## src/rtl/riscv_pkg.sv

```systemverilog
// Shared RISC-V core definitions: datapath width, fixed instruction
// encodings and the fetch-stage state encoding.
package riscv_pkg;

  localparam int XLEN = 32;

  localparam logic [31:0] NOP_INSTR    = 32'h0000_0013;  // addi x0, x0, 0
  localparam logic [31:0] EBREAK_INSTR = 32'h0010_0073;

  typedef enum logic [1:0] {
    FETCH  = 2'd0,
    VALID  = 2'd1,
    HALTED = 2'd2,
    FAULT  = 2'd3
  } fetch_state_t;

endpackage : riscv_pkg

```

## src/rtl/instruction_fetch_if.sv

```systemverilog
// Instruction-memory request/response bundle. The fetch stage is the
// master (drives the request and address); the memory is the slave.
interface instruction_fetch_if;
  import riscv_pkg::*;

  logic             imem_req;
  logic [XLEN-1:0]  imem_addr;
  logic             imem_ready;
  logic [31:0]      imem_rdata;

  modport master (
    output imem_req,
    output imem_addr,
    input  imem_ready,
    input  imem_rdata
  );

  modport slave (
    input  imem_req,
    input  imem_addr,
    output imem_ready,
    output imem_rdata
  );

endinterface : instruction_fetch_if

```

## src/rtl/instruction_fetch.sv

```systemverilog
// Fetch stage: holds the PC, requests one instruction at a time from
// instruction memory, presents it to decode, and follows execute-stage
// redirects. Stops permanently (until reset) on EBREAK or on a redirect
// to a non-word-aligned target.
module instruction_fetch
  import riscv_pkg::*;
#(
  parameter logic [31:0] RESET_PC = 32'h0000_0000,
  parameter int          XLEN     = 32
) (
  input  logic                 clk,
  input  logic                 reset,          // active-low, synchronous
  instruction_fetch_if.master  imem,
  input  logic                 stall,
  input  logic                 branch_taken,
  input  logic [XLEN-1:0]      branch_target,
  output logic [31:0]          instruction,
  output logic [XLEN-1:0]      pc,
  output logic [XLEN-1:0]      pc_plus4,
  output logic                 instr_valid,
  output logic                 halted,
  output logic                 misaligned_fault
);

  fetch_state_t    state_q, state_d;
  logic [XLEN-1:0] pc_q, pc_d;
  logic [31:0]     instr_q, instr_d;
  logic            halted_q, halted_d;
  logic            fault_q, fault_d;
  logic [XLEN-1:0] pc_inc;

  // Link address and sequential next PC; wraps naturally modulo 2^XLEN.
  assign pc_inc = pc_q + XLEN'(4);

  // Next-state and next-PC selection for the fetch FSM.
  always_comb begin
    // NOTE: every variable gets a default before the case so that no path
    // leaves it unassigned, which would otherwise infer a latch.
    state_d  = state_q;
    pc_d     = pc_q;
    instr_d  = instr_q;
    halted_d = halted_q;
    fault_d  = fault_q;

    unique case (state_q)
      FETCH: begin
        if (imem.imem_ready) begin
          instr_d = imem.imem_rdata;
          state_d = VALID;
        end
      end

      VALID: begin
        // A stall freezes everything, including any redirect request.
        if (!stall) begin
          if (instr_q == EBREAK_INSTR) begin
            halted_d = 1'b1;
            state_d  = HALTED;
          end else if (branch_taken && (branch_target[1:0] != 2'b00)) begin
            fault_d = 1'b1;
            state_d = FAULT;
          end else begin
            pc_d    = branch_taken ? branch_target : pc_inc;
            state_d = FETCH;
          end
        end
      end

      // HALTED and FAULT are terminal; only reset leaves them.
      HALTED, FAULT: begin
        state_d = state_q;
      end

      default: begin
        state_d = FETCH;
      end
    endcase
  end

  // State and datapath registers with synchronous active-low reset.
  always_ff @(posedge clk) begin
    // NOTE: sequential state uses non-blocking assignments so every register
    // samples the pre-edge values, independent of statement order.
    if (!reset) begin
      state_q  <= FETCH;
      pc_q     <= RESET_PC[XLEN-1:0];
      instr_q  <= NOP_INSTR;
      halted_q <= 1'b0;
      fault_q  <= 1'b0;
    end else begin
      state_q  <= state_d;
      pc_q     <= pc_d;
      instr_q  <= instr_d;
      halted_q <= halted_d;
      fault_q  <= fault_d;
    end
  end

  // The request is suppressed while reset is asserted so a request is never
  // seen during the reset cycle.
  assign imem.imem_req  = (state_q == FETCH) && reset;
  assign imem.imem_addr = pc_q;

  assign instruction      = instr_q;
  assign pc               = pc_q;
  assign pc_plus4         = pc_inc;
  assign instr_valid      = (state_q == VALID);
  assign halted           = halted_q;
  assign misaligned_fault = fault_q;

endmodule : instruction_fetch

```

## src/flat_wrapper.sv

```systemverilog
// flat-port wrapper written by rule: the top's interface ports become plain ports
module instruction_fetch_flat import riscv_pkg::*;
#(
  parameter logic [31:0] RESET_PC = 32'h0000_0000,
  parameter int          XLEN     = 32
)
  (clk, reset, stall, branch_taken, branch_target, instruction, pc, pc_plus4, instr_valid, halted, misaligned_fault, imem_imem_req, imem_imem_addr, imem_imem_ready, imem_imem_rdata);
  instruction_fetch_if imem_i ();
  input  logic clk;
  input  logic reset;
  input  logic stall;
  input  logic branch_taken;
  input  logic [XLEN-1:0] branch_target;
  output logic [31:0] instruction;
  output logic [XLEN-1:0] pc;
  output logic [XLEN-1:0] pc_plus4;
  output logic instr_valid;
  output logic halted;
  output logic misaligned_fault;
  output wire logic [$bits(imem_i.imem_req)-1:0] imem_imem_req;
  output wire logic [$bits(imem_i.imem_addr)-1:0] imem_imem_addr;
  input wire logic [$bits(imem_i.imem_ready)-1:0] imem_imem_ready;
  input wire logic [$bits(imem_i.imem_rdata)-1:0] imem_imem_rdata;
  assign imem_imem_req = imem_i.imem_req;
  assign imem_imem_addr = imem_i.imem_addr;
  assign imem_i.imem_ready = imem_imem_ready;
  assign imem_i.imem_rdata = imem_imem_rdata;
  instruction_fetch #(.RESET_PC(RESET_PC), .XLEN(XLEN)) u_core (.clk(clk), .reset(reset), .imem(imem_i), .stall(stall), .branch_taken(branch_taken), .branch_target(branch_target), .instruction(instruction), .pc(pc), .pc_plus4(pc_plus4), .instr_valid(instr_valid), .halted(halted), .misaligned_fault(misaligned_fault));
endmodule
```

## config.mk

```make
export PLATFORM = sky130hd
export DESIGN_NAME = instruction_fetch_flat
export DESIGN_NICKNAME = d
export VERILOG_FILES = /design/src/rtl/riscv_pkg.sv /design/src/rtl/instruction_fetch_if.sv /design/src/rtl/instruction_fetch.sv /design/src/flat_wrapper.sv
export SDC_FILE = /design/constraint.sdc
export NUM_CORES = 1
export LEC_CHECK = 0
export BUFFER_PORTS_ARGS = -buffer_cell sky130_fd_sc_hd__buf_2
export CORE_MARGIN = 2
export CORE_UTILIZATION = 46
export DETAILED_ROUTE_END_ITERATION = 6
export PLACE_DENSITY = 0.81
export REMOVE_ABC_BUFFERS = 1
export SYNTH_ARGS = -nofsm -noshare
export SYNTH_HDL_FRONTEND = slang
export SYNTH_SLANG_ARGS = --single-unit
```

## constraint.sdc

```tcl
create_clock -name clk -period 3.5 [get_ports clk]
set_clock_uncertainty 0.2 [all_clocks]
set_input_delay 0.525 -clock clk [delete_from_list [all_inputs] [get_ports clk]]
set_output_delay 0.525 -clock clk [all_outputs]
set_load 0.05 [all_outputs]
```

==> results of run 1 <==
==> through the flow <==
stage | worst slack [ns] | hold WS [ns] | cells
after global placement | 0.3863 | 0.2543 | 748
final | 0.1202 | 0.2077 | 765
after global routing | 0.004892 | 0.2094 | 765
after detailed placement | 0.2606 | 0.2567 | 748
after floorplan | -0.8815 | 0.3024 | 436
after CTS | 0.003018 | 0.1957 | 763
==> synthesized netlist by cell type, types with 2 or more instances <==
library cell	n	area share
nand2_1	109	0.11
or4_4	2	0.0059
buf_1	3	0.0029
o41ai_1	2	0.0046
nor3_1	11	0.014
nor3b_1	3	0.0059
a22oi_1	6	0.012
dfxtp_1	68	0.36
nor2b_1	3	0.0049
o21ai_0	13	0.017
inv_1	4	0.0039
and3_1	5	0.0082
o31a_1	2	0.0046
nor4b_1	3	0.0069
mux2i_1	3	0.0078
nand3_1	15	0.020
nor4_1	12	0.020
o211ai_1	6	0.012
nand4_1	11	0.018
xnor2_1	12	0.027
a21oi_1	51	0.067
nand2b_1	5	0.0082
a31oi_1	3	0.0049
o22ai_1	8	0.013
and2_1	2	0.0033
and4_1	3	0.0069
xor2_1	16	0.037
buf_4	34	0.067
o21a_1	12	0.024
a21o_1	2	0.0039
clkbuf_1	33	0.032
nor2_1	22	0.022
nor4bb_1	2	0.0052
o32ai_1	8	0.018
==> metal layers <==
metal / vias up / wire length, um
li1: 2040 / -
met1: 1903 / 4524
met3: 24 / 1161
met4: 0 / 236
met2: 211 / 5474
met5: - / 0
==> critical path, cell delays in order, from the launching register on <==
cell	delay, ns
dfxtp_1	0.49
nand3_2	0.18
or4_4	0.64
nor4_1	0.55
xor2_1	0.18
buf_2	0.27
==> power by group <==
group	total, W	leakage [nW]	switching, W	internal, W
Sequential	0.000844	0.554	0.0000355	0.000808
Clock	0.000561	0.0811	0.000308	0.000253
Combinational	0.000431	1.68	0.000315	0.000116
==> flip-flops by register name (all words and copies together) (netlist names) <==
signal                   cells
u_core.halted                1
u_core.instruction          32
u_core.state_q               2
u_core.imem.imem_addr       32
u_core.misaligned_fault      1
==> kinds of logic after synthesis <==
| logic type | count (synthesis) | share of synthesized area |
|---|---|---|
| mux | 3 | 0.007846 |
| buf+inv | 78 | 0.1128 |
| flops | 68 | 0.3557 |
| simple gates | 211 | 0.2625 |
| compound gates | 119 | 0.1939 |
| fa+ha+maj | 1 | 0.003269 |
| xor+xnor | 28 | 0.06407 |
==> how the worst max path moves through the flow <==
stage | startpoint | endpoint | slack, ns | depth (start not counted)
finish | u_core.imem.imem_addr[4] | pc_plus4[29] | 0.12 | 5
detailed placement | u_core.imem.imem_addr[3] | pc_plus4[26] | 0.26 | 6
CTS | u_core.imem.imem_addr[2] | pc_plus4[16] | 0.003 | 6
global placement | u_core.imem.imem_addr[2] | pc_plus4[24] | 0.39 | 6
global route | u_core.imem.imem_addr[5] | pc_plus4[29] | 0.005 | 5
floorplan | u_core.imem.imem_addr[5] | pc_plus4[31] | -0.88 | 4
==> area by class of cell <==
cell class	count	area, sq um
fill	785	3314
multi-input combinational	362	2059
timing repair buffer	209	1079
tap	105	131.4
inverter	6	22.52
clock inverter	6	42.54
sequential	68	1361
clock buffer	9	123.9
==> timing repair <==
action	CTS	global route
resized for setup	5	4
hold buffers	0	0
pin swaps	0	1
buffers inserted	0	2
endpoints found under the hold margin	0	0
setup endpoints to repair	3	7
==> key figures, run 1 <==
GRT
  • Gr usage total: 0.2406
  • First-pass GRT wire length: between 15 and 20 mm
  • GR Util met1: 0.2832
  • Vias in the first global route: 3774
  • Largest net degree at the start of global routing: 73
  • Grt peak-use layer: met2
  • GRT overflow: 0
  • Met2 capacity usage during global routing: 0.4131
  • Initial antenna violation count: 0
  • GR met3 Demand/Resource: 0.06482

Worst setup path
  • Crit. End Element: output port
  • Worst Path Max Fanout: 11
  • R2R depth: 5
  • Arrival @ worst endpoint: 2.65 ns
  • CP Launch Type: register
  • R2r endpoint: u_core.imem.imem_addr[27]
  • CP required: 2.77 ns
  • Crit Path Class: register to output port
  • Reg2Reg Setup Slack: 0.86 ns
  • RR Startpoint: u_core.state_q[0]

Drt
  • Post-route ant nets: 0
  • Vias after detailed routing: between 4000 and 5000
  • Vias per std cell: ~5.5
  • Routed len/inst: about 15 um
  • DRC Markers: 0
  • First-pass DRT Iterations: 4
  • Detailed Route WL: 11.40 mm
  • 1st-iter DRT viols: roughly 120

Final layout
  • Area grow syn2layout: 25.92%
  • Final nets: slightly above 700
  • Fin util: 0.5925
  • Antenna cells: 0
  • Final Cell Area: a little under 5000 sq um
  • Layout cell share with drive strength beyond 1: 0.3530
  • Most frequent cells in the layout: buf_2, nand2_1, dfxtp_1
  • Most common cell after layout, fill and taps aside: buf_2

Timing
  • Max_slew headroom: 0.2831
  • # setup viols final: 0
  • Max frequency: just under 300 MHz
  • Worst slew pin tran: 1.075 ns
  • Fin crit share: 0.9657
  • RSZ-0062 raised after global routing: no
  • Pins Over Slew Limit: 0
  • Final hold vios: 0
  • Setup TNS: 0 ns
  • Tmin final: around 3.4 ns

Clocking
  • Cts bufs inserted: 9
  • Clk sinks: 68
  • Clk root buf: clkbuf_8
  • Max Root-Sink Buffers: 2
  • CTS tree: yes
  • CTS H-tree lvls: 3
  • Clock transition at path regs: 0.08 ns
  • Clk_lat worst skew: 0.33 ns

Floorplanning
  • Initial core utilization: 0.4705
  • Core area: between 8000 and 9000 sq um
  • IO Count: approximately 200
  • Rows: 33
  • Die ar.: 9066 sq um
  • DIE WIDTH: 95.22 um
  • Die Y: around 95 um

Run
  • MaxCap Viol Count: 0

Placement
  • Hpwl dp: about 8 mm
  • RD Place Congestion: 0.9000
  • Port Buffers: 200
  • Cell Area, Placed: around 4600 sq um

Synthesis
  • Syn Inst Count: 508
  • Yosys synthesis warning count: 0
  • Number of synthesized flops with an enable pin: 0
  • Ys flop type: dfxtp_1
  • FFs w/ async S/R, synth: 0
  • Mapped Avg Cell Area: roughly 7.5 sq um
  • Synth cell types: between 40 and 50
  • Synthesized flop and latch total: between 60 and 70
  • Seq/Total Area, Yosys: 0.3557
  • Synth Cell Area: 3827 sq um

Min path
  • Hold depth: 3
  • Hold Path Class: input port to register
  • Worst hold path startpoint: imem_imem_rdata[0]
  • WHS Endpoint: u_core.instruction[0]

Pwr
  • Power Dens Cells: 380.8 nW/um^2
  • Leakage: 2.318 nW
  • VDD IR-drop max: approximately 0.25 mV
  • Power, Total: approximately 0.0018 W

Status
  • Status: finished, final reports clean
No activity file was read; power rests on OpenSTA's default activity.
==> run 2, diff against run 1 <==
--- a/config.mk
+++ b/config.mk
@@ -5,12 +5,14 @@
 export SDC_FILE = /design/constraint.sdc
 export NUM_CORES = 1
 export LEC_CHECK = 0
+export ABC_CLOCK_PERIOD_IN_PS = 3550
 export BUFFER_PORTS_ARGS = -buffer_cell sky130_fd_sc_hd__buf_2
 export CORE_MARGIN = 2
 export CORE_UTILIZATION = 46
 export DETAILED_ROUTE_END_ITERATION = 6
 export PLACE_DENSITY = 0.81
 export REMOVE_ABC_BUFFERS = 1
+export SLEW_MARGIN = 20
 export SYNTH_ARGS = -nofsm -noshare
 export SYNTH_HDL_FRONTEND = slang
 export SYNTH_SLANG_ARGS = --single-unit
==> constraint.sdc (replaced) <==
create_clock -name clk -period 3.55 [get_ports clk]
set_clock_uncertainty 0.2 [all_clocks]
set_input_delay 0.5325 -clock clk [delete_from_list [all_inputs] [get_ports clk]]
set_output_delay 0.5325 -clock clk [all_outputs]
set_load 0.05 [all_outputs]
==> run 2 against run 1 <==
Net effect:
- global-route usage rose by 0.50 points
- clock power rose by 20%
- sequential share of layout area fell by 0.26 points
- utilization rose by 0.55 points
- largest power group unchanged
==> key figures, run 2 (synthesis gave the netlist of run 1 again) <==
Worst setup path
  • Worst Path Max Fanout: 11
  • CP dominant cell by count: or4_4
  • Crit Path Class: register to output port
  • Crit-path max cell delay: 0.65 ns
  • Setup crit start: u_core.imem.imem_addr[5]
  • Crit. End Element: output port
  • Slowest CP cell: or4_4
  • RR Startpoint: u_core.state_q[0]
  • CP required: approximately 2.8 ns
  • Cell Chain, Critical Path: nand4_1 -> or4_4 -> or4_4 -> xnor2_1 -> buf_2
  • Arrival @ worst endpoint: 2.71 ns
  • CP Launch Type: register

Run
  • MaxCap Viol Count: 0

Drt
  • Detailed Route WL: 11.45 mm
  • 1st-iter DRT viols: 160
  • First-pass DRT Iterations: 5
  • DRC Markers: 0
  • Vias after detailed routing: 4192
  • Post-route ant nets: 0
  • Routed len/inst: between 10 and 15 um
  • Vias per std cell: 5.480

Final layout
  • Post-Layout Cell Count: roughly 770
  • Filler Cell Count: about 760
  • Area grow syn2layout: 27.10%
  • Layout cell share with drive strength beyond 1: 0.3566
  • Most frequent cells in the layout: buf_2, nand2_1, dfxtp_1
  • Final Cell Area: about 4900 sq um
  • Fin util: 0.5981
  • Most common cell after layout, fill and taps aside: buf_2
  • Final nets: 724

Clocking
  • Clk sinks: 68
  • Post-CTS Setup Inserts: 0
  • Clk_lat worst skew: approximately 0.34 ns
  • Cts bufs inserted: 9
  • Clk root buf: clkbuf_8
  • CTS Hold Buffers Added: 0
  • CTS tree: yes
  • CTS H-tree lvls: 3
  • Max Root-Sink Buffers: 2
  • Clock transition at path regs: ~0.070 ns

GRT
  • Gr usage total: 0.2456
  • GRT overflow: 0
  • Largest net degree at the start of global routing: 73
  • Initial antenna violation count: 0
  • Vias in the first global route: between 3000 and 4000
  • First-pass GRT wire length: between 15 and 20 mm

Pwr
  • Power Dens Cells: between 300 and 400 nW/um^2
  • Clock Power Share: 0.349
  • VDD IR-drop max: between 0.2 and 0.25 mV
  • Part of the power in registers: 0.431
  • Net switching power: approximately 0.00066 W
  • Net Sw Frac: 0.3412
  • P_int: around 0.0013 W
  • Logic pwr share: 0.220
  • Leakage: roughly 2.3 nW

Placement
  • Port Buffers: 200
  • Cell Area, Placed: 4603 sq um
  • Hpwl dp: roughly 8.1 mm
  • Placed Cells incl. Taps: approximately 750
  • Place WS: around 0.35 ns
  • RD Place Congestion: between 0.8 and 0.9

Floorplanning
  • Die Y: 95.22 um
  • IO Count: about 200
  • Die ar.: a little over 9000 sq um
  • Core area: around 8000 sq um
  • Rows: 33
  • Initial core utilization: 0.4705
  • DIE WIDTH: 95.22 um

Timing
  • Max frequency: around 290 MHz
  • Final hold vios: 0
  • Fin crit share: 0.9708
  • Tmin final: roughly 3.4 ns
  • # setup viols final: 0
  • Final worst-path setup slack: roughly 0.10 ns
  • Pins Over Slew Limit: 0
  • Worst slew pin tran: about 1.0 ns
  • Max_slew headroom: 0.3178
  • RSZ-0062 raised after global routing: yes

Status
  • Status: finished, final reports clean

Min path
  • Worst hold path startpoint: imem_imem_rdata[0]
  • Hold Path Class: input port to register
## run 2: cell types whose count changed in the layout (fill, tap and decap cells not counted), moves of 2 or more
cell        previous run  this run
buf_2                196       199
buf_4                 11         7
clkbuf_8               9        11
clkinv_2               2         0
clkinv_4               2         0
clkinvlp_4             2         4
nor4_1                12        10
nor4_2                 0         2
## run 2: critical path: cells and delay by family, from the launching register on
kind          cells  cell delay (ns)
xor+xnor          1             0.14
buf+inv           1             0.28
flops             1             0.46
simple gates      3             1.50
## run 2: routing by layer
| metal | track usage | vias up | routed length [um] |
|---|---|---|---|
| met5 | 0 | - | 0 |
| li1 | - | 2033 | - |
| met2 | 0.4261 | 202 | 5596 |
| met3 | 0.05771 | 19 | 1030 |
| met4 | 0.09058 | 0 | 172 |
| met1 | 0.2946 | 1938 | 4651 |
## run 2: metrics by stage
stage | power (W) | hold slack, ns | TNS [ns]
after global routing | 0.002009 | 0.2173 | -0.004915
after detailed placement | 0.001274 | 0.2609 | 0
after floorplan | 0.001132 | 0.3024 | -8.825
final | 0.001933 | 0.2027 | 0
after CTS | 0.001942 | 0.1870 | 0
after global placement | 0.001267 | 0.2538 | 0
## run 2: layout make-up
cell class	count	area [sq um]	share of cell area
clock buffer	11	151.4	0.03112
inverter	6	22.52	0.004630
clock inverter	5	60.06	0.01235
timing repair buffer	207	1056	0.2171
antenna	1	2.502	0.0005144
tap	105	131.4	0.02701
sequential	68	1361	0.2798
multi-input combinational	362	2079	0.4275
## run 2: final timing paths
kind              slack (ns)                         to  cells after the start
setup / recovery        0.10               pc_plus4[31]                      5
hold / removal          0.20      u_core.instruction[0]                      3
setup reg to reg        0.91  u_core.imem.imem_addr[24]                      5
hold reg to reg         0.27              u_core.halted                      2
## run 2: repair_timing
action	in CTS	in global routing
endpoints found under the hold margin	0	0
setup endpoints to repair	3	6
pin swaps	0	1
gates cloned	0	0
gates resized for setup	3	6
## run 2: power by group through the flow
stage          Clock [W]  Sequential, W  Combinational [W]
2_1_floorplan          0       0.000986           0.000146
3_3_place_gp           0       0.000847           0.000420
3_5_place_dp           0       0.000850           0.000424
4_1_cts         0.000684       0.000832           0.000426
5_1_grt         0.000715       0.000838           0.000456
6_report        0.000674       0.000833           0.000426
